### config.mk
export PLATFORM = sky130hd
export DESIGN_NAME = noc_traffic_node
export DESIGN_NICKNAME = d
export VERILOG_FILES = /design/src/rtl/noc_traffic_node.sv
export SDC_FILE = /design/constraint.sdc
export NUM_CORES = 1
export LEC_CHECK = 0
export BUFFER_PORTS_ARGS = -buffer_cell sky130_fd_sc_hd__buf_2
export CORE_MARGIN = 5
export CORE_UTILIZATION = 58
export DETAILED_ROUTE_END_ITERATION = 16
export HOLD_SLACK_MARGIN = 0.05
export PLACE_DENSITY = 0.81
export SETUP_SLACK_MARGIN = 0.5
export SLEW_MARGIN = 20
export SYNTH_ARGS = -nofsm -noshare
export SYNTH_HDL_FRONTEND = slang
export SYNTH_SLANG_ARGS = --single-unit
export TNS_END_PERCENT = 1
### constraint.sdc
create_clock -name noc_clk -period 5.7 [get_ports noc_clk]
set_input_delay 0.855 -clock noc_clk [delete_from_list [all_inputs] [get_ports noc_clk]]
set_output_delay 0.855 -clock noc_clk [all_outputs]
set_load 0.1 [all_outputs]
### src/rtl/noc_traffic_node.sv
// NoC traffic generator/checker endpoint: bursts packets out, checks packets in.
// Define NOC_TEST_BACKPRESSURE_EN to drive receive_ready from a 16-bit LFSR.
`ifndef Noc_ID_X_Width
`define Noc_ID_X_Width 4
`endif
`ifndef Noc_ID_Y_Width
`define Noc_ID_Y_Width 4
`endif
`ifndef Noc_Data_Width
`define Noc_Data_Width 32
`endif

module noc_traffic_node #(
  parameter logic [`Noc_ID_X_Width-1:0] X_ID      = '0,
  parameter logic [`Noc_ID_Y_Width-1:0] Y_ID      = '0,
  parameter logic [`Noc_ID_X_Width-1:0] DEST_X_ID = '0,
  parameter logic [`Noc_ID_Y_Width-1:0] DEST_Y_ID = '0,
  parameter int VC_NUM        = 2,
  parameter int SEND_VC       = 0,
  parameter int PAYLOAD_FLITS = 2,
  parameter int PKT_COUNT     = 4,
  parameter int GAP_CYCLES    = 0
) (
  input  logic                       noc_clk,
  input  logic                       noc_rst_n,
  input  logic                       send_start,
  output logic [VC_NUM-1:0]          sender_valid,
  input  logic [VC_NUM-1:0]          sender_ready,
  output logic [`Noc_Data_Width-1:0] sender_flit,
  output logic                       sender_is_header,
  output logic                       sender_is_tail,
  input  logic [VC_NUM-1:0]          receive_valid,
  output logic [VC_NUM-1:0]          receive_ready,
  input  logic [`Noc_Data_Width-1:0] receive_flit,
  input  logic                       receive_is_header,
  input  logic                       receive_is_tail,
  output logic                       tx_done,
  output logic [15:0]                rx_pkt_count,
  output logic [15:0]                err_count
);
  localparam int XW  = `Noc_ID_X_Width;
  localparam int YW  = `Noc_ID_Y_Width;
  localparam int DW  = `Noc_Data_Width;
  localparam int PAD = DW - 2*XW - 2*YW - 16;
  localparam logic [1:0] S_IDLE = 2'd0;
  localparam logic [1:0] S_HDR  = 2'd1;
  localparam logic [1:0] S_BODY = 2'd2;
  localparam logic [1:0] S_GAP  = 2'd3;
  localparam logic [7:0] LEN      = 8'(PAYLOAD_FLITS);
  localparam logic [7:0] LAST_IDX = 8'(PAYLOAD_FLITS-1);
  localparam logic [7:0] LAST_SEQ = 8'(PKT_COUNT-1);
  localparam logic [7:0] GAP_M1   = 8'(GAP_CYCLES-1);

  function automatic logic [DW-1:0] f_hdr(input logic [7:0] seq);
    f_hdr = DW'({X_ID, Y_ID, DEST_X_ID, DEST_Y_ID, LEN, seq}) << PAD;
  endfunction

  function automatic logic [DW-1:0] f_body(input logic [7:0] seq,
                                           input logic [7:0] k);
    f_body = DW'({seq, k});
  endfunction

  logic [1:0]    r_state;
  logic [7:0]    r_seq, r_idx, r_gap;
  logic          r_valid, r_hdr, r_tail, r_tx_done;
  logic [DW-1:0] r_flit;
  logic          w_fire;

  assign w_fire = r_valid && sender_ready[SEND_VC];

  always_ff @(posedge noc_clk or negedge noc_rst_n) begin
    if (!noc_rst_n) begin
      r_state   <= S_IDLE;
      r_seq     <= '0;
      r_idx     <= '0;
      r_gap     <= '0;
      r_valid   <= 1'b0;
      r_hdr     <= 1'b0;
      r_tail    <= 1'b0;
      r_tx_done <= 1'b0;
      r_flit    <= '0;
    end else begin
      r_tx_done <= 1'b0;
      unique case (r_state)
        S_IDLE: if (send_start) begin
          r_state <= S_HDR;
          r_seq   <= '0;
          r_valid <= 1'b1;
          r_flit  <= f_hdr(8'd0);
          r_hdr   <= 1'b1;
          r_tail  <= 1'b0;
        end
        S_HDR: if (w_fire) begin
          r_state <= S_BODY;
          r_idx   <= '0;
          r_flit  <= f_body(r_seq, 8'd0);
          r_hdr   <= 1'b0;
          r_tail  <= (LAST_IDX == 8'd0);
        end
        S_BODY: if (w_fire) begin
          if (r_tail) begin
            r_tail <= 1'b0;
            if (r_seq == LAST_SEQ) begin
              r_valid   <= 1'b0;
              r_state   <= S_IDLE;
              r_tx_done <= 1'b1;
            end else if (GAP_CYCLES > 0) begin
              r_valid <= 1'b0;
              r_state <= S_GAP;
              r_gap   <= GAP_M1;
              r_seq   <= r_seq + 8'd1;
            end else begin
              r_state <= S_HDR;
              r_seq   <= r_seq + 8'd1;
              r_flit  <= f_hdr(r_seq + 8'd1);
              r_hdr   <= 1'b1;
            end
          end else begin
            r_idx  <= r_idx + 8'd1;
            r_flit <= f_body(r_seq, r_idx + 8'd1);
            r_tail <= (r_idx + 8'd1 == LAST_IDX);
          end
        end
        default: begin
          if (r_gap == 8'd0) begin
            r_state <= S_HDR;
            r_valid <= 1'b1;
            r_flit  <= f_hdr(r_seq);
            r_hdr   <= 1'b1;
          end else begin
            r_gap <= r_gap - 8'd1;
          end
        end
      endcase
    end
  end

  assign sender_valid     = VC_NUM'(r_valid) << SEND_VC;
  assign sender_flit      = r_flit;
  assign sender_is_header = r_hdr;
  assign sender_is_tail   = r_tail;
  assign tx_done          = r_tx_done;

  logic [VC_NUM-1:0] r_rdy;
  assign receive_ready = r_rdy;

`ifdef NOC_TEST_BACKPRESSURE_EN
  localparam logic [15:0] SEED = 16'hACE1 ^ 16'({X_ID, Y_ID});
  logic [15:0] r_lfsr;
  always_ff @(posedge noc_clk or negedge noc_rst_n) begin
    if (!noc_rst_n) begin
      r_lfsr <= SEED;
      r_rdy  <= '0;
    end else begin
      r_lfsr <= {r_lfsr[14:0],
                 r_lfsr[15] ^ r_lfsr[13] ^ r_lfsr[12] ^ r_lfsr[10]};
      r_rdy  <= r_lfsr[VC_NUM-1:0];
    end
  end
`else
  always_ff @(posedge noc_clk or negedge noc_rst_n) begin
    if (!noc_rst_n) r_rdy <= '0;
    else            r_rdy <= '1;
  end
`endif

  logic [XW-1:0] w_dx;
  logic [YW-1:0] w_dy;
  logic [7:0]    w_len, w_sq;
  logic          w_dst_bad;
  assign w_sq      = receive_flit[PAD +: 8];
  assign w_len     = receive_flit[PAD+8 +: 8];
  assign w_dy      = receive_flit[PAD+16 +: YW];
  assign w_dx      = receive_flit[PAD+16+YW +: XW];
  assign w_dst_bad = {w_dx, w_dy} != {X_ID, Y_ID};

  logic [2*VC_NUM-1:0] w_err_vec;
  logic [VC_NUM-1:0]   w_good_vec;

  // Independent checker per VC; errors are summed so simultaneous hits all count.
  for (genvar v = 0; v < VC_NUM; v++) begin : g_rx
    logic       r_st, r_perr;
    logic [7:0] r_len, r_sq, r_ix;
    logic       w_take, w_mis, w_last, w_tbad, w_g;
    logic [1:0] w_e;

    assign w_take = receive_valid[v] && r_rdy[v];
    assign w_mis  = receive_flit != f_body(r_sq, r_ix);
    assign w_last = r_ix == r_len - 8'd1;
    assign w_tbad = receive_is_tail != w_last;

    always_comb begin
      w_e = '0;
      w_g = 1'b0;
      if (w_take) begin
        if (receive_is_header) begin
          w_e = {1'b0, r_st} + {1'b0, w_dst_bad};
        end else if (!r_st) begin
          w_e = 2'd1;
        end else begin
          w_e = {1'b0, w_mis} + {1'b0, w_tbad};
          w_g = receive_is_tail && w_last && !w_mis && !r_perr;
        end
      end
    end

    assign w_err_vec[2*v +: 2] = w_e;
    assign w_good_vec[v]       = w_g;

    always_ff @(posedge noc_clk or negedge noc_rst_n) begin
      if (!noc_rst_n) begin
        r_st   <= 1'b0;
        r_perr <= 1'b0;
        r_len  <= '0;
        r_sq   <= '0;
        r_ix   <= '0;
      end else if (w_take) begin
        if (receive_is_header) begin
          r_st   <= 1'b1;
          r_len  <= w_len;
          r_sq   <= w_sq;
          r_ix   <= '0;
          r_perr <= w_dst_bad;
        end else if (r_st) begin
          r_ix   <= r_ix + 8'd1;
          r_perr <= r_perr | w_mis | w_tbad;
          if (receive_is_tail || w_last) r_st <= 1'b0;
        end
      end
    end
  end

  logic [4:0]  w_esum;
  logic [3:0]  w_gsum;
  logic [16:0] w_enext, w_gnext;
  logic [15:0] r_err, r_good;

  always_comb begin
    w_esum = '0;
    w_gsum = '0;
    for (int v = 0; v < VC_NUM; v++) begin
      w_esum = w_esum + 5'(w_err_vec[2*v +: 2]);
      w_gsum = w_gsum + 4'(w_good_vec[v]);
    end
  end

  assign w_enext = {1'b0, r_err} + 17'(w_esum);
  assign w_gnext = {1'b0, r_good} + 17'(w_gsum);

  always_ff @(posedge noc_clk or negedge noc_rst_n) begin
    if (!noc_rst_n) begin
      r_err  <= '0;
      r_good <= '0;
    end else begin
      r_err  <= w_enext[16] ? 16'hFFFF : w_enext[15:0];
      r_good <= w_gnext[16] ? 16'hFFFF : w_gnext[15:0];
    end
  end

  assign err_count    = r_err;
  assign rx_pkt_count = r_good;

  logic w_unused;
  assign w_unused = ^sender_ready;
endmodule

==> results.ini, run 1 <==
[timing]
worst-slew-pin-transition_ns = 1.07
drv_slew = 0
hold_viol = 0
fmax_mhz = 208
tns_ns = 0
timing.final.crit_share_pct = 84.3
setup_viol = 0
rsz0062_at_grt = no
fin_crit_ns = 4.81
slew_headroom_pct = 28.6
finalClockSkew_ns = 0.00617

[finish]
seq_area_um2 = 3280
area_delta_synth_final_pct = 13.2
drive_above_1_share_pct = 15.1
num_antenna_cells = 0
multi_input_area_um2 = 3950
n_fill_cell = 1059
final_net_count = 993

[drt]
ant_nets = 0
drt_iter0_drc = 538
wl_um = 17300
vias = 6252
via_per_inst = 5.62
drtPass1Iterations = 5
route.detailed.drc = 0
post_drt_wl_per_cell_um = 15.5

[synth]
ys.flop_type = dfrtp_1
syn_inst = 856
synth_edf_count = 0
synth.avg_cell_area_um2 = 8.83
synth_seq_cells = 131
yosys-top-cells-count = nand2_1 (190), dfrtp_1 (131), xnor2_1 (55)
synth.area.top_cells = dfrtp_1 (43%), nand2_1 (9.4%), xnor2_1 (6.4%)
ys_seq_area_share_pct = 43.4
synthesis.area_um2 = 7560
yosysUniqueCellTypes = 60
synthArstFlopShare_pct = 100
synth.most_common_cell = nand2_1
yosysTopAreaCell = dfrtp_1
yosysTopAreaCellShare_pct = 43.4
yosys_warnings = 0

[place]
routabilityCongestion = 0.930
port_buffers = 93
hpwlAfterDp_um = 12300

[cts]
root_buffer = clkbuf_16
clk_latency_ns = 0.42
ctsResizeCount = 0
cts_tree = built
cts.path.max_buffers = 2
htreeDepth = 4
cts_buffers = 17
cts-hold-fix-buffers = 0
clock_sinks = 131
post_cts_buffers = 0
clk_pin_slew_ns = 0.06

[pwr]
powerDensity_nw_per_um2 = 434
ir_drop_uv = 292
p_total_uw = 3710
leakage_uw = 0.00413

[die]
core_area_um2 = 12700
rows = 41
dieArea_um2 = 15400
fp.dieW_um = 124
dieHeight_um = 124
initial_core_util_pct = 59.4
pin_count = 112

[global_route]
grt-ovfl-total = 0
grt.total_usage_pct = 23.7
grt_pass1_wl_um = 28600
grt_max_degree = 70
antenna_found_initial = 0
first_global_vias = 5898

[status]
status = complete, no violations

[setup_path]
crit_required_ns = 6.00
crit_fanout = 5
critPathLaunchType = register
cp-end-kind = register
critPathKind = register to register
arrival_ns = 5.11

[flow_run]
drv_cap = 0

[min_path]
min-delay-path-class = primary input to async pin

-- through the flow --
stage / setup slack [ns] / instance area, um^2 / hold WS (ns) / util, % / cells
finish: 0.895 / 8550 / 0.411 / 67.2 / 1113
global route: 0.632 / 8550 / 0.448 / 67.2 / 1113
CTS: 0.909 / 8550 / 0.420 / 67.2 / 1113
detailed placement: 0.944 / 8010 / 0.454 / 62.9 / 1081
global placement: 1.00 / 8010 / 0.452 / 62.9 / 1081
floorplan: 1.27 / 7620 / 0.437 / - / 872
-- where the power goes --
group          total [uW]  internal [uW]  switching, uW
clock network        1010            597            413
registers            1340           1090            251
logic                1350            363            991
-- worst max-delay path: stages, from the launching register on --
cell and delay (ns):
dfrtp_1 0.43, xnor2_1 0.38, and4b_1 0.25, o21ai_0 0.07
and3_1 0.20, or4_1 0.57, ha_1 0.32, ha_1 0.18
nand2_1 0.05, nor2_1 0.05, a21oi_1 0.13, nor2_1 0.07
fa_1 0.52, ha_1 0.19, fa_1 0.25, nand2_1 0.09
or2_2 0.30, nor3_1 0.25, nand3_1 0.13, mux2_2 0.27
-- sequential cells by signal, indices dropped and copies added, names as in the netlist --
name	cells
rx_pkt_count	16
receive_ready	1
r_valid	1
sender_is_tail	1
g_rx.r_ix	16
g_rx.r_st	2
err_count	16
r_gap	8
r_state	2
r_idx	8
g_rx.r_perr	2
g_rx.r_sq	16
r_seq	8
tx_done	1
sender_is_header	1
sender_flit	16
g_rx.r_len	16
-- cells in the final DEF, fill, tap and decap left out, types with 18 or more instances in the layout --
master	netlist	final
o21ai_0	53	53
inv_1	22	22
ha_1	20	20
nand2_1	190	190
conb_1	2	18
buf_2	1	92
nor2_1	43	43
dfrtp_1	131	131
a21oi_1	21	21
xnor2_1	55	55
nand3_1	35	35
and3_1	21	21
xor2_1	33	33
-- cell type report --
type / instances / share of cell area [%]
Inverter: 23 / 1.01
Sequential cell: 131 / 38.3
Clock buffer: 19 / 5.06
Tap cell: 172 / 2.52
Timing Repair Buffer: 94 / 5.60
Multi-Input combinational cell: 661 / 46.2
Clock inverter: 13 / 1.32
-- cell families after synthesis --
| logic type | Yosys count | synth area share (%) |
|---|---|---|
| mux | 9 | 1.29 |
| flops | 131 | 43.4 |
| fa+ha+maj | 24 | 4.37 |
| compound gates | 131 | 10.7 |
| simple gates | 391 | 24.7 |
| buf+inv | 80 | 5.18 |
| xor+xnor | 88 | 10.2 |
| other cells | 2 | 0.0994 |
-- routing by layer --
| metal | global-route usage [%] | wire, um |
|---|---|---|
| met4 | 8.42 | 323 |
| met1 | 32.5 | 7680 |
| met5 | 0 | 0 |
| met3 | 5.45 | 976 |
| met2 | 37.2 | 8310 |
-- final timing paths --
path,slack (ns),end,depth (start not counted),from
max,0.89,err_count[15],19,g_rx[0].r_ix[7]
min,0.41,g_rx[0].r_ix[5],1,noc_rst_n
max reg2reg,0.89,err_count[15],19,g_rx[0].r_ix[7]
min reg2reg,0.46,r_gap[7],1,r_gap[7]
max in group asynchronous,4.01,rx_pkt_count[8],2,noc_rst_n
min in group noc_clk,0.46,r_gap[7],1,r_gap[7]
No activity file was read; power rests on OpenSTA's default activity.
==> run 2: changes to the inputs <==
clock period = 4.6 ns   (was 5.7 ns; I/O delays follow)
==> results.ini, run 2 (synthesis gave the netlist of run 1 again) <==
[global_route]
grt-ovfl-total = 0
grt_pass1_wl_um = 29900
grt.total_usage_pct = 24.7
antenna_found_initial = 1
first_global_vias = 6208
grt_max_degree = 105

[pwr]
powerDensity_nw_per_um2 = 546
ir_drop_uv = 351
leakage_uw = 0.00426

[drt]
ant_nets = 0
vias = 6428
drt_iter0_drc = 492
wl_um = 18000
top_layer_used = met5
post_drt_wl_per_cell_um = 16.0
wl_met1_um = 7680
drtPass1Iterations = 6
via_per_inst = 5.71
wl_met2_um = 8790
route.detailed.drc = 0
wl_met3_um = 1170

[setup_path]
cp_common_cell = nand2_1
max_stage_delay_ns = 0.56
crit_required_ns = 4.90
slowest_stage = fa_1
arrival_ns = 4.61
crit_chain = xnor2_2 -> and4b_1 -> o21ai_0 -> and3_4 -> or4_4 -> ha_4 -> ha_1 -> nand2_1 -> nor2_1 -> a21oi_2 -> nor2_2 -> fa_1 -> ha_2 -> fa_2 -> nand2_1 -> or2_4 -> nor3_4 -> nand3_1 -> mux2_2
cp-end-kind = register
critPathKind = register to register
crit_fanout = 5
critPathLaunchType = register

[cts]
root_buffer = clkbuf_16
htreeDepth = 4
cts_tree = built
clock_sinks = 131
clk_pin_slew_ns = 0.06
cts.path.max_buffers = 2
clk_latency_ns = 0.42
cts_buffers = 17

[finish]
fin_util_pct = 69.5
final_net_count = 1005
mostFrequentLayoutCell = nand2_1
drive_above_1_share_pct = 18.3
design_area_um2 = 8850
finalNonFillerCells = 1125
final_cell_mix = nand2_1 (190), dfrtp_1 (129), buf_2 (92)
n_fill_cell = 1036
area_delta_synth_final_pct = 17.1
num_antenna_cells = 0

[flow_run]
drv_cap = 0

[timing]
tns_ns = 0
slew_headroom_pct = 37.1
hold_viol = 0
rsz0062_at_grt = yes
fin_crit_ns = 4.31
drv_slew = 0
setup_viol = 0
fmax_mhz = 232
finalClockSkew_ns = 0.00848
worst-slew-pin-transition_ns = 0.943
timing.final.crit_share_pct = 93.7

[place]
hpwlAfterDp_um = 12300
routabilityCongestion = 0.875
port_buffers = 93
dpl-instance-area_um2 = 8080
dp_cells = 1087

[status]
status = complete, no violations

[die]
dieHeight_um = 124
dieArea_um2 = 15400
rows = 41
fp.dieW_um = 124
initial_core_util_pct = 59.4
core_area_um2 = 12700
pin_count = 112

[min_path]
min-delay-path-class = primary input to async pin

[run 2: cell types whose count changed in the layout (fill, tap and decap cells not counted), sizes merged]
| cell | delta |
|---|---|
| bufinv | +3 |
| buf | +12 |
| clkinv | +1 |
| inv | -1 |
| clkinvlp | -3 |
[run 2: per-stage QoR]
step / hold slack [ns] / power, uW / setup WS (ns)
floorplan: 0.394 / 3050 / 0.317
global placement: 0.454 / 3340 / 0.128
detailed placement: 0.457 / 3370 / 0.0255
CTS: 0.428 / 4840 / 0.318
global route: 0.437 / 5110 / 0.125
finish: 0.342 / 4830 / 0.289
[run 2: power breakdown]
part           switching [uW]  leakage (uW)  internal, uW
Clock                     505      0.000299           919
Sequential                310       0.00169          1360
Combinational            1260       0.00227           480
[run 2: path summary, 6_finish.rpt]
check / start / to / slack [ns] / cells past startpoint
max: g_rx[1].r_ix[7] / err_count[15] / 0.29 / 19
min: noc_rst_n / g_rx[0].r_len[7] / 0.34 / 1
max reg2reg: g_rx[1].r_ix[7] / err_count[15] / 0.29 / 19
min reg2reg: r_gap[7] / r_gap[7] / 0.46 / 1
max in group asynchronous: noc_rst_n / g_rx[0].r_ix[7] / 3.35 / 2
min in group noc_clk: r_gap[7] / r_gap[7] / 0.46 / 1
[run 2: layer usage]
metal  track usage [%]  vias up
met5                 0        -
met4              9.10        2
met3              6.40       50
met2              39.8      206
met1              32.3     3097
li1                  -     3073
[run 2: repair_timing]
item / CTS / global route
pin swaps: 12 / 7
hold buffers: 0 / 0
endpoints found under the hold margin: 0 / 0
endpoints found under the setup margin: 17 / 19
setup buffers: 4 / 2
gates resized for setup: 14 / 3
[run 2: cell type report]
cell class	count	area (um^2)	area share, %
clock buffer	19	443	5.01
clock inverter	13	184	2.08
inverter	23	86.3	0.976
timing repair buffer	106	569	6.44
tap	172	215	2.43
sequential	131	3280	37.1
multi-input combinational	661	4070	46.0
[run 2: worst max-delay path, delay by kind of cell (launching register included)]
kind	cells	cell delay, ns
DFF	1	0.41
adders and majority gates	5	1.36
muxes	1	0.28
xor gates and xnor gates	1	0.29
and+or+nand+nor	10	1.66
AOI/OAI and AO/OA	2	0.20
